**src/rtl/hybrid_adder_seq_pkg.sv**
```systemverilog
// Shared types and constants for the slice-serial hybrid adder.
// State encoding, index-width helper and default geometry live here.
package hybrid_adder_seq_pkg;

    localparam int DEFAULT_WIDTH = 16;
    localparam int DEFAULT_GROUP = 4;

    typedef enum logic [1:0] {
        ST_IDLE = 2'd0,
        ST_ADD  = 2'd1,
        ST_DONE = 2'd2
    } state_t;

    function automatic int clog2(input int n);
        int r;
        r = 0;
        while ((1 << r) < n) begin
            r = r + 1;
        end
        return r;
    endfunction

endpackage

```
**src/rtl/hybrid_adder_seq_if.sv**
```systemverilog
// Request/response bundle for the slice-serial adder.
// The requester owns start and the operands; the adder owns status and results.
interface hybrid_adder_seq_if
    import hybrid_adder_seq_pkg::*;
#(
    parameter int WIDTH = DEFAULT_WIDTH
);
    logic             start;
    logic [WIDTH-1:0] x;
    logic [WIDTH-1:0] y;
    logic             cin;
    logic             sub;
    logic             busy;
    logic             done;
    logic [WIDTH-1:0] s;
    logic             cout;
    logic             ovf;

    modport master (
        output start, x, y, cin, sub,
        input  busy, done, s, cout, ovf
    );

    modport slave (
        input  start, x, y, cin, sub,
        output busy, done, s, cout, ovf
    );
endinterface

```
**src/rtl/hybrid_adder_seq_cla_group.sv**
```systemverilog
// Combinational GROUP-bit carry-lookahead slice.
// Every carry is a flat sum of products of g/p terms and ci, with no ripple.
module cla_group #(
    parameter int GROUP = 4
) (
    input  logic [GROUP-1:0] a,
    input  logic [GROUP-1:0] b,
    input  logic             ci,
    output logic [GROUP-1:0] sum,
    output logic             co,
    output logic             c_msb
);
    logic [GROUP-1:0] g;
    logic [GROUP-1:0] p;
    logic [GROUP:0]   c;

    assign c[0] = ci;

    generate
        for (genvar gi = 0; gi < GROUP; gi++) begin : g_bit
            assign g[gi]   = a[gi] & b[gi];
            assign p[gi]   = a[gi] ^ b[gi];
            assign sum[gi] = p[gi] ^ c[gi];
        end

        for (genvar gi = 1; gi <= GROUP; gi++) begin : g_carry
            logic c_bit;
            always_comb begin
                logic term;
                term  = 1'b0;
                c_bit = ci & (&p[gi-1:0]);
                for (int k = 0; k < gi; k++) begin
                    term = g[k];
                    for (int m = k + 1; m < gi; m++) begin
                        term = term & p[m];
                    end
                    c_bit = c_bit | term;
                end
            end
            assign c[gi] = c_bit;
        end
    endgenerate

    assign co    = c[GROUP];
    assign c_msb = c[GROUP-1];
endmodule

```
**src/rtl/hybrid_adder_seq.sv**
```systemverilog
// Multi-cycle adder/subtractor: one CLA slice per clock, carry held in a register.
// Results update only on entry to DONE and hold until the next operation completes.
module hybrid_adder_seq
    import hybrid_adder_seq_pkg::*;
#(
    parameter int WIDTH = DEFAULT_WIDTH,
    parameter int GROUP = DEFAULT_GROUP
) (
    input  logic               clk,
    input  logic               rst_n,
    hybrid_adder_seq_if.slave  bus
);
    localparam int NGROUPS = WIDTH / GROUP;
    localparam int IDXW    = (clog2(NGROUPS) < 1) ? 1 : clog2(NGROUPS);

    state_t           state_reg, state_next;
    logic [IDXW-1:0]  idx_reg;
    logic [WIDTH-1:0] x_reg, y_reg, sum_reg, sum_next, s_reg;
    logic             carry_reg, cout_reg, ovf_reg, busy_reg, done_reg;
    logic             accept, last_slice;

    logic [GROUP-1:0] x_slices [NGROUPS];
    logic [GROUP-1:0] y_slices [NGROUPS];
    logic [GROUP-1:0] slice_sum;
    logic             slice_co, slice_c_msb;

    generate
        for (genvar gi = 0; gi < NGROUPS; gi++) begin : g_slice
            assign x_slices[gi] = x_reg[gi*GROUP +: GROUP];
            assign y_slices[gi] = y_reg[gi*GROUP +: GROUP];
        end
    endgenerate

    cla_group #(.GROUP(GROUP)) u_cla (
        .a     (x_slices[idx_reg]),
        .b     (y_slices[idx_reg]),
        .ci    (carry_reg),
        .sum   (slice_sum),
        .co    (slice_co),
        .c_msb (slice_c_msb)
    );

    always_comb begin
        state_next = state_reg;
        accept     = 1'b0;
        last_slice = (idx_reg == IDXW'(NGROUPS - 1));
        unique case (state_reg)
            ST_IDLE, ST_DONE: begin
                if (bus.start) begin
                    accept     = 1'b1;
                    state_next = ST_ADD;
                end else begin
                    state_next = ST_IDLE;
                end
            end
            ST_ADD: begin
                if (last_slice) begin
                    state_next = ST_DONE;
                end
            end
            default: state_next = ST_IDLE;
        endcase
    end

    // Splice the current slice result into the partial sum.
    always_comb begin
        sum_next = sum_reg;
        for (int i = 0; i < NGROUPS; i++) begin
            if (idx_reg == IDXW'(i)) begin
                sum_next[i*GROUP +: GROUP] = slice_sum;
            end
        end
    end

    always_ff @(posedge clk) begin
        if (!rst_n) begin
            state_reg <= ST_IDLE;
            idx_reg   <= '0;
            x_reg     <= '0;
            y_reg     <= '0;
            sum_reg   <= '0;
            s_reg     <= '0;
            carry_reg <= 1'b0;
            cout_reg  <= 1'b0;
            ovf_reg   <= 1'b0;
            busy_reg  <= 1'b0;
            done_reg  <= 1'b0;
        end else begin
            state_reg <= state_next;
            busy_reg  <= (state_next == ST_ADD);
            done_reg  <= (state_next == ST_DONE);
            if (accept) begin
                x_reg     <= bus.x;
                y_reg     <= bus.y ^ {WIDTH{bus.sub}};
                carry_reg <= bus.cin ^ bus.sub;
                idx_reg   <= '0;
            end else if (state_reg == ST_ADD) begin
                sum_reg   <= sum_next;
                carry_reg <= slice_co;
                idx_reg   <= idx_reg + IDXW'(1);
                if (last_slice) begin
                    s_reg    <= sum_next;
                    cout_reg <= slice_co;
                    ovf_reg  <= slice_co ^ slice_c_msb;
                end
            end
        end
    end

    assign bus.busy = busy_reg;
    assign bus.done = done_reg;
    assign bus.s    = s_reg;
    assign bus.cout = cout_reg;
    assign bus.ovf  = ovf_reg;
endmodule

```
**src/flat_wrapper.sv**
```systemverilog
// flat-port wrapper written by rule: the top's interface ports become plain ports
module hybrid_adder_seq_flat import hybrid_adder_seq_pkg::*;
#(
    parameter int WIDTH = DEFAULT_WIDTH,
    parameter int GROUP = DEFAULT_GROUP
)
  (clk, rst_n, bus_start, bus_x, bus_y, bus_cin, bus_sub, bus_busy, bus_done, bus_s, bus_cout, bus_ovf);
  hybrid_adder_seq_if #(.WIDTH(WIDTH)) bus_i ();
  input  logic clk;
  input  logic rst_n;
  input wire logic [$bits(bus_i.start)-1:0] bus_start;
  input wire logic [$bits(bus_i.x)-1:0] bus_x;
  input wire logic [$bits(bus_i.y)-1:0] bus_y;
  input wire logic [$bits(bus_i.cin)-1:0] bus_cin;
  input wire logic [$bits(bus_i.sub)-1:0] bus_sub;
  output wire logic [$bits(bus_i.busy)-1:0] bus_busy;
  output wire logic [$bits(bus_i.done)-1:0] bus_done;
  output wire logic [$bits(bus_i.s)-1:0] bus_s;
  output wire logic [$bits(bus_i.cout)-1:0] bus_cout;
  output wire logic [$bits(bus_i.ovf)-1:0] bus_ovf;
  assign bus_i.start = bus_start;
  assign bus_i.x = bus_x;
  assign bus_i.y = bus_y;
  assign bus_i.cin = bus_cin;
  assign bus_i.sub = bus_sub;
  assign bus_busy = bus_i.busy;
  assign bus_done = bus_i.done;
  assign bus_s = bus_i.s;
  assign bus_cout = bus_i.cout;
  assign bus_ovf = bus_i.ovf;
  hybrid_adder_seq #(.WIDTH(WIDTH), .GROUP(GROUP)) u_core (.clk(clk), .rst_n(rst_n), .bus(bus_i));
endmodule
```
**config.mk**
```make
export PLATFORM = sky130hd
export DESIGN_NAME = hybrid_adder_seq_flat
export DESIGN_NICKNAME = d
export VERILOG_FILES = /design/src/rtl/hybrid_adder_seq_pkg.sv /design/src/rtl/hybrid_adder_seq_if.sv /design/src/rtl/hybrid_adder_seq_cla_group.sv /design/src/rtl/hybrid_adder_seq.sv /design/src/flat_wrapper.sv
export SDC_FILE = /design/constraint.sdc
export NUM_CORES = 1
export LEC_CHECK = 0
export CORE_UTILIZATION = 29
export DETAILED_ROUTE_END_ITERATION = 10
export GPL_TIMING_DRIVEN = 0
export PLACE_DENSITY = 0.61
export SETUP_SLACK_MARGIN = 0.2
export SYNTH_ARGS = -nofsm -noshare
export SYNTH_HDL_FRONTEND = slang
export SYNTH_HIERARCHICAL = 1
export SYNTH_SLANG_ARGS = --single-unit
```
**constraint.sdc**
```tcl
create_clock -name clk -period 3.9 [get_ports clk]
set_input_delay 0.585 -clock clk [delete_from_list [all_inputs] [get_ports clk]]
set_output_delay 0.585 -clock clk [all_outputs]
set_load 0.03 [all_outputs]
```
### After elaboration in Yosys (flattened, before gate mapping)

Index checks and enable logic that the tools add are counted.
Widths: inputs -> output; s select.

* bits of input ports: 37
* bits in registers: 73
* word-level logic and storage cells: 85
* output and inout port bits: 20

* equality and inequality tests: 7
* multiplexer cells: 17
* reduce and logical (&&, ||, !) cells: 10
* magnitude comparators: 1
* add/subtract/negate cells: 1
* bitwise gates (word level): 38

Operator list (count)
* $mux 4: 8
* $bmux 4 s2: 2
* $xor 16x16->16: 1
* $and 1x1->1: 14
* $or 1x1->1: 10
* $xor 1x1->1: 10
* $eq 2x2->1 const B: 4
* $eq 2x1->1 const B: 3
* $reduce_and 3->1: 2
* $mux 1: 5
* $logic_not 2->1: 2
* $pmux 2 s2: 1
* $reduce_and 2->1: 2
* $reduce_and 4->1: 1
* $reduce_or 2->1: 2
* $ge 3x3->1 const B: 1
* $not 2->3: 1
* $add 2x1->2 const B: 1
* $mux 2: 1
* $not 1->1: 2
* $reduce_bool 2->1: 1

### Longest topological paths before layout

Gate-level depths: netlist of run 1.

* word-level depth: 14
* mapped depth: 9
* mapped depth without buffers: 7

### By module

The synthesis of run 1 kept the hierarchy.

Modules (own cells, without submodules)
* hybrid_adder_seq: area an instance 3016.6 sq um, cells each 297, instances 1, sequential area each 1381.3 sq um
* cla_group: area an instance 155.1 sq um, cells each 18, instances 1, sequential area each 0.0 sq um

### Least setup slack after synthesis of run 1

Ideal clock, no wire load.

* kind: reg-to-reg
* start: reg u_core.idx_reg[0]
* end: reg u_core.ovf_reg, in the netlist u_core/bus.ovf
* required time: 3783 ps
* path buffers: 1
* slack: 1444 ps
* clock period less this slack: 2456 ps
* arrival: 2339 ps
* setup time: 117 ps
* cell stages (with the launch flop): 9
* cells stage by stage: dfxtp_1 > buf_2 > mux4_2 > ha_1 > a211oi_2 > o21bai_2 > a21o_1 > xor2_1 > a22o_1

* elaborated cells between the ends (all ways): 35
* those cells by class: eq/ne: 1; mux: 6; bitwise: 25; reduce/logical: 3

RTL lines
* start: declaration: line hybrid_adder_seq.sv:17 `logic [IDXW-1:0] idx_reg;`
* start signal: assignment: line hybrid_adder_seq.sv:100 `idx_reg <= idx_reg + IDXW'(1);`
* $not 2->3 (implied by the code) *: line hybrid_adder_seq.sv:35, hybrid_adder_seq.sv:36
* $bmux 4 s2, on equally long branches: line hybrid_adder_seq.sv:35, hybrid_adder_seq.sv:36
* $mux 4, on equally long branches (2 in series): line hybrid_adder_seq.sv:35, hybrid_adder_seq.sv:36
* $xor 1x1->1 / $and 1x1->1 (equally long branches): line hybrid_adder_seq_cla_group.sv:22, hybrid_adder_seq_cla_group.sv:21
* $reduce_and 3->1 / $and 1x1->1 (equally long branches): line hybrid_adder_seq_cla_group.sv:31, hybrid_adder_seq_cla_group.sv:35
* $and 1x1->1, on equally long branches: line hybrid_adder_seq_cla_group.sv:31, hybrid_adder_seq_cla_group.sv:35
* $or 1x1->1 (2 in series): line hybrid_adder_seq_cla_group.sv:37 `c_bit = c_bit | term;`
* $or 1x1->1 *: line hybrid_adder_seq_cla_group.sv:37
* via u_core.slice_c_msb: line hybrid_adder_seq.sv:25 `logic slice_co, slice_c_msb;`
* $xor 1x1->1 *: line hybrid_adder_seq.sv:104 `ovf_reg <= slice_co ^ slice_c_msb;`
* end signal: assignment: line hybrid_adder_seq.sv:104
* end: declaration: line hybrid_adder_seq.sv:19 `logic carry_reg, cout_reg, ovf_reg, busy_reg, done_reg;`

Mark *: on every way through the listed nets, which the timed path passes. The rest lies on a longest branch. The select of a mux whose other input is x is not followed.
A chain may end at the register's enable or synchronous reset.

### Final worst setup path of run 1

* start: reg u_core.idx_reg[1]
* end: reg u_core.sum_reg[3]

* word-level cells in the longest chain between the ends: 12
* elaborated cells between the ends (all ways): 25
* those cells by class: mux: 7; bitwise: 16; reduce/logical: 2

Ends and longest elaborated chain
* $not 2->3 (implied by the code) *: line hybrid_adder_seq.sv:35, hybrid_adder_seq.sv:36
* $bmux 4 s2, on equally long branches: line hybrid_adder_seq.sv:35, hybrid_adder_seq.sv:36
* $mux 4, on equally long branches (2 in series): line hybrid_adder_seq.sv:35, hybrid_adder_seq.sv:36
* $xor 1x1->1 / $and 1x1->1 (equally long branches): line hybrid_adder_seq_cla_group.sv:22, hybrid_adder_seq_cla_group.sv:21
* $reduce_and 3->1 / $and 1x1->1 (equally long branches): line hybrid_adder_seq_cla_group.sv:31, hybrid_adder_seq_cla_group.sv:35
* $and 1x1->1, on equally long branches: line hybrid_adder_seq_cla_group.sv:31, hybrid_adder_seq_cla_group.sv:35
* $or 1x1->1 (2 in series): line hybrid_adder_seq_cla_group.sv:37
* $or 1x1->1 *: line hybrid_adder_seq_cla_group.sv:37
* via u_core.slice_c_msb: line hybrid_adder_seq.sv:25
* $xor 1x1->1 *: line hybrid_adder_seq_cla_group.sv:23 `assign sum[gi] = p[gi] ^ c[gi];`
* via u_core.slice_sum[3]: line hybrid_adder_seq.sv:24 `logic [GROUP-1:0] slice_sum;`
* $mux 4 *: line hybrid_adder_seq.sv:69 `if (idx_reg == IDXW'(i)) begin`
* end signal: assignment: line hybrid_adder_seq.sv:98 `sum_reg <= sum_next;`
* end: declaration: line hybrid_adder_seq.sv:18 `logic [WIDTH-1:0] x_reg, y_reg, sum_reg, sum_next, s_reg;`

Marked as above.

==> impl_metrics.ini, run 1 <==
[status]
outcome = completed

[logic_synthesis]
synthFlopType = dfxtp_1
ys_warn_count = 6
ys_types = 32
syn-instance-count = 315
synth_edf_count = 0
ys_ff_latch = 69
syn-num-nets = 361
syn_area_um2 = 3170
synthArstFlopShare_pct = 0
yosysSeqAreaShare_pct = 43.6
synth.avg_cell_area_um2 = 10.1

[final_layout]
antenna_cells = 0
syn_to_final_growth_pct = 28.9
fin_nets = 427
stdcell_count = 522
mostFrequentLayoutCell = dfxtp_1
finish.instance_area_um2 = 4090
finalCoreUtilization_pct = 39.1
mostFrequentLayoutCells = 69 x dfxtp_1, 61 x nand2_1, 55 x clkdlybuf4s50_1, 30 x a21boi_0, 18 x xnor2_1
drive_gt1_share_pct = 12.7

[grt]
antenna_found_initial = 0
grt_pass1_vias = 2400
track_usage_pct = 13.3
grt_max_degree = 12
grt_first_pass_wirelength_um = 11800
grt_overflow = 0

[timing]
hold_viol = 0
finalCritPeriodShare_pct = 73.5
slew_violations = 0
tightest_slew_ps = 638
min_period_ps = 2870
maxSlewHeadroom_pct = 57.4
setup_tns_ps = 0
finalSetupViolations = 0
rsz0062_at_grt = false
max_clock_freq_mhz = 349
finClkSkew_ps = 10.2

[route]
topRoutingLayerUsed = met4
drc = 0
wl_met3_um = 315
drtAntennaViolNets = 0
drt_iter0_markers = 73
avgViaCountPerCell = 4.59
drt_first_pass_iters = 4
routedWlPerCell_um = 13.4
vias = 2396
met2_wirelength_um = 3340
routedLengthMet1_um = 3290
wl_um = 7000

[setup_path]
cp_common_cell = clkbuf_1
cp-start-kind = flop
cp_cell_sequence = clkbuf_1, mux4_2, ha_1, a211oi_2, o21bai_2, xor2_1, clkbuf_1, nand3_1, a21boi_0
r2r_slack_ps = 1030
r2r_cells = 9
path_class = flop to flop
cp.arrival_ps = 3110
end_kind = flop
cp_num_buf_inv = 2
critPathSlowestCell = clkbuf_1
worst_setup_path_startpoint = u_core/idx_reg[1]
max_stage_delay_ps = 510
crit_family = buffers and inverters
r2r-start = u_core/idx_reg[1]
cp_data_required_time_ps = 4140
cp_max_fo = 10
reg2reg_to = u_core/sum_reg[3]
cp-endpoint = u_core/sum_reg[3]
cp_num_cells = 9

[clock_network]
clock_latency_ps = 330
cts_resized = 0
clockBufferDepth = 2
htree_levels = 3
cts_setup_buffers = 0
cts_root_buffer = clkbuf_8
cts_tree = built
clock_sinks = 69
cts_hold_buf = 0
cts_made_buffers = 9
clk_pin_slew_ps = 70

[power]
ir_drop_mv = 0.154
p_total_mw = 1.57
power-per-cell-area_nw_per_um2 = 383
leakagePower_nw = 1.65

[die]
die-area_um2 = 11400
boundaryPins = 57
die_x_um = 107
initial_core_util_pct = 30.3
die_h_um = 107
num_rows = 37
coreArea_um2 = 10500

[placed_design]
numPortBuffers = 55
place.gp.congestion = 0.726
placed_cells = 506
dp_hpwl_um = 5180
placed_area_um2 = 3890

[run]
max_cap_violations = 0

[hold_path]
min_path_type = flop to flop
-- kinds of logic (layout without fill, tap and decap cells) --
family,count (synthesis),count (layout),synth area share [%]
compound gates,71,71,18.9
flops,69,69,43.6
simple gates,85,85,11.7
fa+ha+maj,9,9,3.79
buf+inv,37,108,5.84
mux,22,22,10.1
xor+xnor,22,22,6.07
-- power by group --
part	internal, mW	leakage [nW]	switching, mW
clock network	0.298	0.101	0.252
registers	0.738	0.563	0.0174
logic	0.126	0.981	0.137
total	1.16	1.65	0.406
-- worst min-delay path by stage --
stage	from	endpoint	slack [ps]	cells after the start
after global placement	u_core/bus.s[5]	u_core/bus.s[5]	440	1
after CTS	u_core/sum_reg[11]	u_core/sum_reg[11]	470	2
after global routing	u_core/sum_reg[7]	u_core/sum_reg[7]	480	2
after floorplan	u_core/x_reg[15]	u_core/x_reg[15]	440	2
after detailed placement	u_core/bus.s[11]	u_core/bus.s[11]	450	1
final	u_core/bus.s[11]	u_core/bus.s[11]	460	1
-- final cells by class --
class                      instances  area, um2
clock inverter                     3       17.5
buffer                            29        155
multi-input combinational        209       1610
tap                              136        170
fill                            1091       6370
timing repair buffer              55        551
inverter                           8       30.0
clock buffer                      13        179
sequential                        69       1380
-- per-stage QoR --
stage / setup slack (ps) / hold WS [ps]
2_1_floorplan: 1440 / 440
3_3_place_gp: 1070 / 444
3_5_place_dp: 1040 / 449
4_1_cts: 1010 / 467
5_1_grt: 773 / 485
6_report: 1030 / 461
-- cell usage after synthesis, types with 2 or more instances --
library cell  instances  area share (%)
a21boi_0             30             7.1
a22o_1                6             1.7
buf_2                11             1.7
buf_4                 4            0.95
buf_6                 2            0.71
clkbuf_1             10             1.2
clkbuf_2              2            0.32
dfxtp_1              69              44
ha_1                  8             3.2
inv_1                 7            0.83
mux2i_1              14             4.4
mux4_2                8             5.7
nand2_1              61             7.2
nand2b_1              2            0.39
nand3_1              12             1.9
nand3b_1              3            0.71
nor2_1                4            0.47
o211a_1              16             5.0
o21ai_0               2            0.32
o2bb2ai_1            12             3.3
xnor2_1              18             5.0
xor2_1                4             1.1
-- layer usage --
metal / up-vias / track usage [%]
met1: 1118 / 17.2
met5: - / 0
met2: 57 / 21.8
met4: 0 / 4.99
li1: 1216 / -
met3: 5 / 2.80
Power figures use the tool's default switching activity.
==> run 2, diff against run 1 <==
==> constraint.sdc (replaced) <==
create_clock -name clk -period 2.85 [get_ports clk]
set_input_delay 0.4275 -clock clk [delete_from_list [all_inputs] [get_ports clk]]
set_output_delay 0.4275 -clock clk [all_outputs]
set_load 0.03 [all_outputs]
==> impl_metrics.ini, run 2 (same netlist as run 1, synthesis figures left out) <==
[timing]
tightest_slew_ps = 562
hold_viol = 0
slew_violations = 0
min_period_ps = 2480
rsz0062_at_grt = true
finalCritPeriodShare_pct = 86.9
max_clock_freq_mhz = 404
maxSlewHeadroom_pct = 62.6
finalSetupViolations = 0
setup_tns_ps = 0
finClkSkew_ps = 10.4

[clock_network]
cts_tree = built
clock_sinks = 69
cts_root_buffer = clkbuf_8
cts_hold_buf = 0
clk_pin_slew_ps = 70
clockBufferDepth = 2
cts_made_buffers = 9
clock_latency_ps = 330
htree_levels = 3

[final_layout]
mostFrequentLayoutCell = dfxtp_1
antenna_cells = 0
drive_gt1_share_pct = 13.7
fin_nets = 427
mostFrequentLayoutCells = 68 x dfxtp_1, 61 x nand2_1, 55 x clkdlybuf4s50_1, 29 x a21boi_0, 18 x xnor2_1
finish.instance_area_um2 = 4110
syn_to_final_growth_pct = 29.5

[power]
p_sw_share_pct = 25.8
ir_drop_mv = 0.210
pwr-share-clk_pct = 35.0
p_seq_share_pct = 48.0
p_switching_mw = 0.556
power-per-cell-area_nw_per_um2 = 524
internal_power_mw = 1.60
p_comb_share_pct = 17.0
leakagePower_nw = 1.66

[setup_path]
path_class = flop to flop
reg2reg_to = u_core/bus.s[11]
cp.arrival_ps = 2700
worst_setup_path_startpoint = u_core/idx_reg[0]
cp-start-kind = flop
r2r-start = u_core/idx_reg[0]
r2r_cells = 9
r2r_slack_ps = 370
cp_data_required_time_ps = 3070
cp-endpoint = u_core/bus.s[11]
cp_max_fo = 10
end_kind = flop

[grt]
grt_overflow = 0
track_usage_pct = 13.4
antenna_found_initial = 0
grt_pass1_vias = 2402
grt_max_degree = 12
grt_first_pass_wirelength_um = 11800

[hold_path]
hold-path-cell-count = 1
min_path_type = flop to flop

[route]
drtAntennaViolNets = 0
drt_first_pass_iters = 5
drc = 0
drt_iter0_markers = 83
routedWlPerCell_um = 13.5
wl_um = 7040
avgViaCountPerCell = 4.58
vias = 2392

[die]
coreArea_um2 = 10500
boundaryPins = 57
num_rows = 37
die-area_um2 = 11400
die_x_um = 107
initial_core_util_pct = 30.3
die_h_um = 107

[run]
max_cap_violations = 0

[placed_design]
placed_area_um2 = 3890
numPortBuffers = 55
place.gp.congestion = 0.726
dp_hpwl_um = 5180

[status]
outcome = completed
==> run 2: critical path: stages, from the launching register on <==
cell and delay, ps:
dfxtp_2 360, buf_8 170, mux4_2 550, ha_1 320
a211oi_2 230, o21bai_2 130, xor2_1 160, buf_4 170
mux2i_1 180, o2bb2ai_1 90
==> run 2: cell type report <==
| class | count | area, um2 |
|---|---|---|
| Tap cell | 136 | 170 |
| Buffer | 29 | 171 |
| Inverter | 8 | 30.0 |
| Sequential cell | 69 | 1380 |
| Fill cell | 1089 | 6360 |
| Clock inverter | 3 | 17.5 |
| Multi-Input combinational cell | 209 | 1610 |
| Timing Repair Buffer | 55 | 551 |
| Clock buffer | 13 | 179 |
==> run 2: repair_timing <==
action | in CTS | in global routing
buffers inserted | 0 | 0
setup endpoints to repair | 15 | 15
hold endpoints to repair | 0 | 0
gates resized for setup | 4 | 7
==> run 2: worst min-delay path by stage <==
stage | start | to | slack [ps]
after global routing | u_core/sum_reg[7] | u_core/sum_reg[7] | 480
after CTS | u_core/sum_reg[11] | u_core/sum_reg[11] | 470
final | u_core/bus.s[11] | u_core/bus.s[11] | 460
after detailed placement | u_core/bus.s[11] | u_core/bus.s[11] | 450
after floorplan | u_core/x_reg[15] | u_core/x_reg[15] | 440
after global placement | u_core/bus.s[5] | u_core/bus.s[5] | 440
==> run 2: power groups by stage <==
stage	Clock [mW]	Combinational (mW)	Sequential, mW
after detailed placement	0	0.360	1.06
after CTS	0.778	0.365	1.03
after global placement	0	0.357	1.05
final	0.753	0.365	1.03
after floorplan	0	0.238	1.05
after global routing	0.821	0.404	1.04
==> run 2: per-layer routing <==
layer	vias to the layer above	global-route usage, %	wire (um)
met5	-	0	0
met4	0	4.99	27
met3	2	2.80	286
met2	54	21.9	3390
met1	1120	17.2	3330
li1	1216	-	-
==> run 2: metrics by stage <==
stage | util (%) | hold slack, ps | cells | power (mW) | worst slack, ps
global route | 39.2 | 485 | 522 | 2.26 | 190
detailed placement | 37.2 | 449 | 506 | 1.42 | -14.2
floorplan | - | 440 | 315 | 1.29 | 394
finish | 39.2 | 461 | 522 | 2.15 | 373
CTS | 39.1 | 467 | 522 | 2.18 | 209
global placement | 37.2 | 444 | 506 | 1.41 | 16.6
==> run 3, diff against run 2 <==
--- a/config.mk
+++ b/config.mk
@@ -5,6 +5,7 @@
 export SDC_FILE = /design/constraint.sdc
 export NUM_CORES = 1
 export LEC_CHECK = 0
+export CORE_ASPECT_RATIO = 0.5
 export CORE_UTILIZATION = 29
 export DETAILED_ROUTE_END_ITERATION = 10
 export GPL_TIMING_DRIVEN = 0
==> constraint.sdc (replaced) <==
create_clock -name clk -period 2.9 [get_ports clk]
set_input_delay 0.435 -clock clk [delete_from_list [all_inputs] [get_ports clk]]
set_output_delay 0.435 -clock clk [all_outputs]
set_load 0.03 [all_outputs]
==> impl_metrics.ini, run 3 (same netlist as run 1, synthesis figures left out) <==
[timing]
rsz0062_at_grt = false
tightest_slew_ps = 511
whs_ps = 460
fin_ws_ps = 402
setup_tns_ps = 0
min_period_ps = 2500
max_clock_freq_mhz = 400
finClkSkew_ps = 4.29
finalCritPeriodShare_pct = 86.1
slew_violations = 0
maxSlewHeadroom_pct = 65.9
hold_viol = 0
finalSetupViolations = 0

[grt]
track_usage_pct = 13.6
grt_overflow = 0
grt_max_degree = 11
grt_first_pass_wirelength_um = 11700
grt_pass1_vias = 2337
antenna_found_initial = 0

[placed_design]
placed_area_um2 = 3900
dpl_worst_slack_ps = 50.3
place.gp.congestion = 0.717
dp_hpwl_um = 5030
numPortBuffers = 55
placed_cells = 510

[route]
wl_um = 6990
vias = 2361
routedWlPerCell_um = 13.3
drt_iter0_markers = 97
drc = 0
drt_first_pass_iters = 4
drtAntennaViolNets = 0
avgViaCountPerCell = 4.49

[clock_network]
cts_hold_buf = 0
htree_levels = 3
clockBufferDepth = 2
clk_pin_slew_ps = 50
cts_setup_buffers = 0
cts_root_buffer = clkbuf_16
cts_tree = built
clock_sinks = 69
cts_made_buffers = 9
clock_latency_ps = 330

[die]
num_rows = 26
die-area_um2 = 11400
die_h_um = 76.0
initial_core_util_pct = 30.5
boundaryPins = 57
die_x_um = 150
coreArea_um2 = 10400

[power]
ir_drop_mv = 0.246
p_total_mw = 2.38
leakagePower_nw = 1.69
power-per-cell-area_nw_per_um2 = 567

[final_layout]
fin_nets = 427
mostFrequentLayoutCell = dfxtp_1
antenna_cells = 0
stdcell_count = 526
mostFrequentLayoutCells = 68 x dfxtp_1, 61 x nand2_1, 55 x clkdlybuf4s50_1, 30 x a21boi_0, 18 x xnor2_1
syn_to_final_growth_pct = 32.1
finish.instance_area_um2 = 4190
drive_gt1_share_pct = 12.7
finalCoreUtilization_pct = 40.3

[setup_path]
cp_data_required_time_ps = 3120
r2r-start = u_core/idx_reg[0]
path_class = flop to flop
r2r_cells = 9
end_kind = flop
reg2reg_to = u_core/bus.s[11]
r2r_slack_ps = 400
cp.arrival_ps = 2720
cp-start-kind = flop
cp_max_fo = 10

[hold_path]
hold-path-cell-count = 2
holdPathEnd = u_core/sum_reg[9]
min_path_type = flop to flop
worstHoldStart = u_core/sum_reg[9]

[run]
max_cap_violations = 0

[status]
outcome = completed
[run 3: final cells by class]
| cell class | count | area, um2 |
|---|---|---|
| multi-input combinational | 209 | 1610 |
| sequential | 69 | 1380 |
| inverter | 8 | 30.0 |
| clock inverter | 1 | 5.00 |
| timing repair buffer | 55 | 551 |
| fill | 1046 | 6220 |
| clock buffer | 15 | 268 |
| buffer | 29 | 174 |
| tap | 140 | 175 |
[run 3: worst max path at each step]
| stage | from | to | slack (ps) |
|---|---|---|---|
| 2_1_floorplan | u_core/idx_reg[0] | u_core/bus.ovf | 440 |
| 3_3_place_gp | u_core/idx_reg[1] | u_core/bus.s[10] | 60 |
| 3_5_place_dp | u_core/idx_reg[1] | u_core/bus.s[10] | 50 |
| 4_1_cts | u_core/idx_reg[0] | u_core/bus.s[11] | 290 |
| 5_1_grt | u_core/idx_reg[0] | u_core/bus.s[11] | 260 |
| 6_report | u_core/idx_reg[0] | u_core/bus.s[11] | 400 |
[run 3: metal layers]
layer | global-route usage, % | wire length, um | vias to the layer above
met5 | 0 | 0 | -
met1 | 17.8 | 3440 | 1098
met2 | 20.3 | 3150 | 32
li1 | - | - | 1221
met3 | 4.64 | 277 | 10
met4 | 5.45 | 113 | 0
[run 3: where the power goes]
group          switching [mW]  internal (mW)  total, mW
clock                   0.377          0.625       1.00
combinational           0.183          0.174      0.357
sequential             0.0239          0.994       1.02
[run 3: repair_timing]
item / 4_1_cts / 5_1_grt
hold endpoints to repair: 0 / 0
setup endpoints to repair: 14 / 11
gates resized for setup: 4 / 4
[run 3: critical path, cell delays in order (launching register included)]
cell and delay (ps):
dfxtp_2 360, buf_12 160, mux4_2 540, ha_1 320, a211oi_2 240, o21bai_2 140, xor2_1 150, clkbuf_2 180
mux2i_1 190, o2bb2ai_1 90
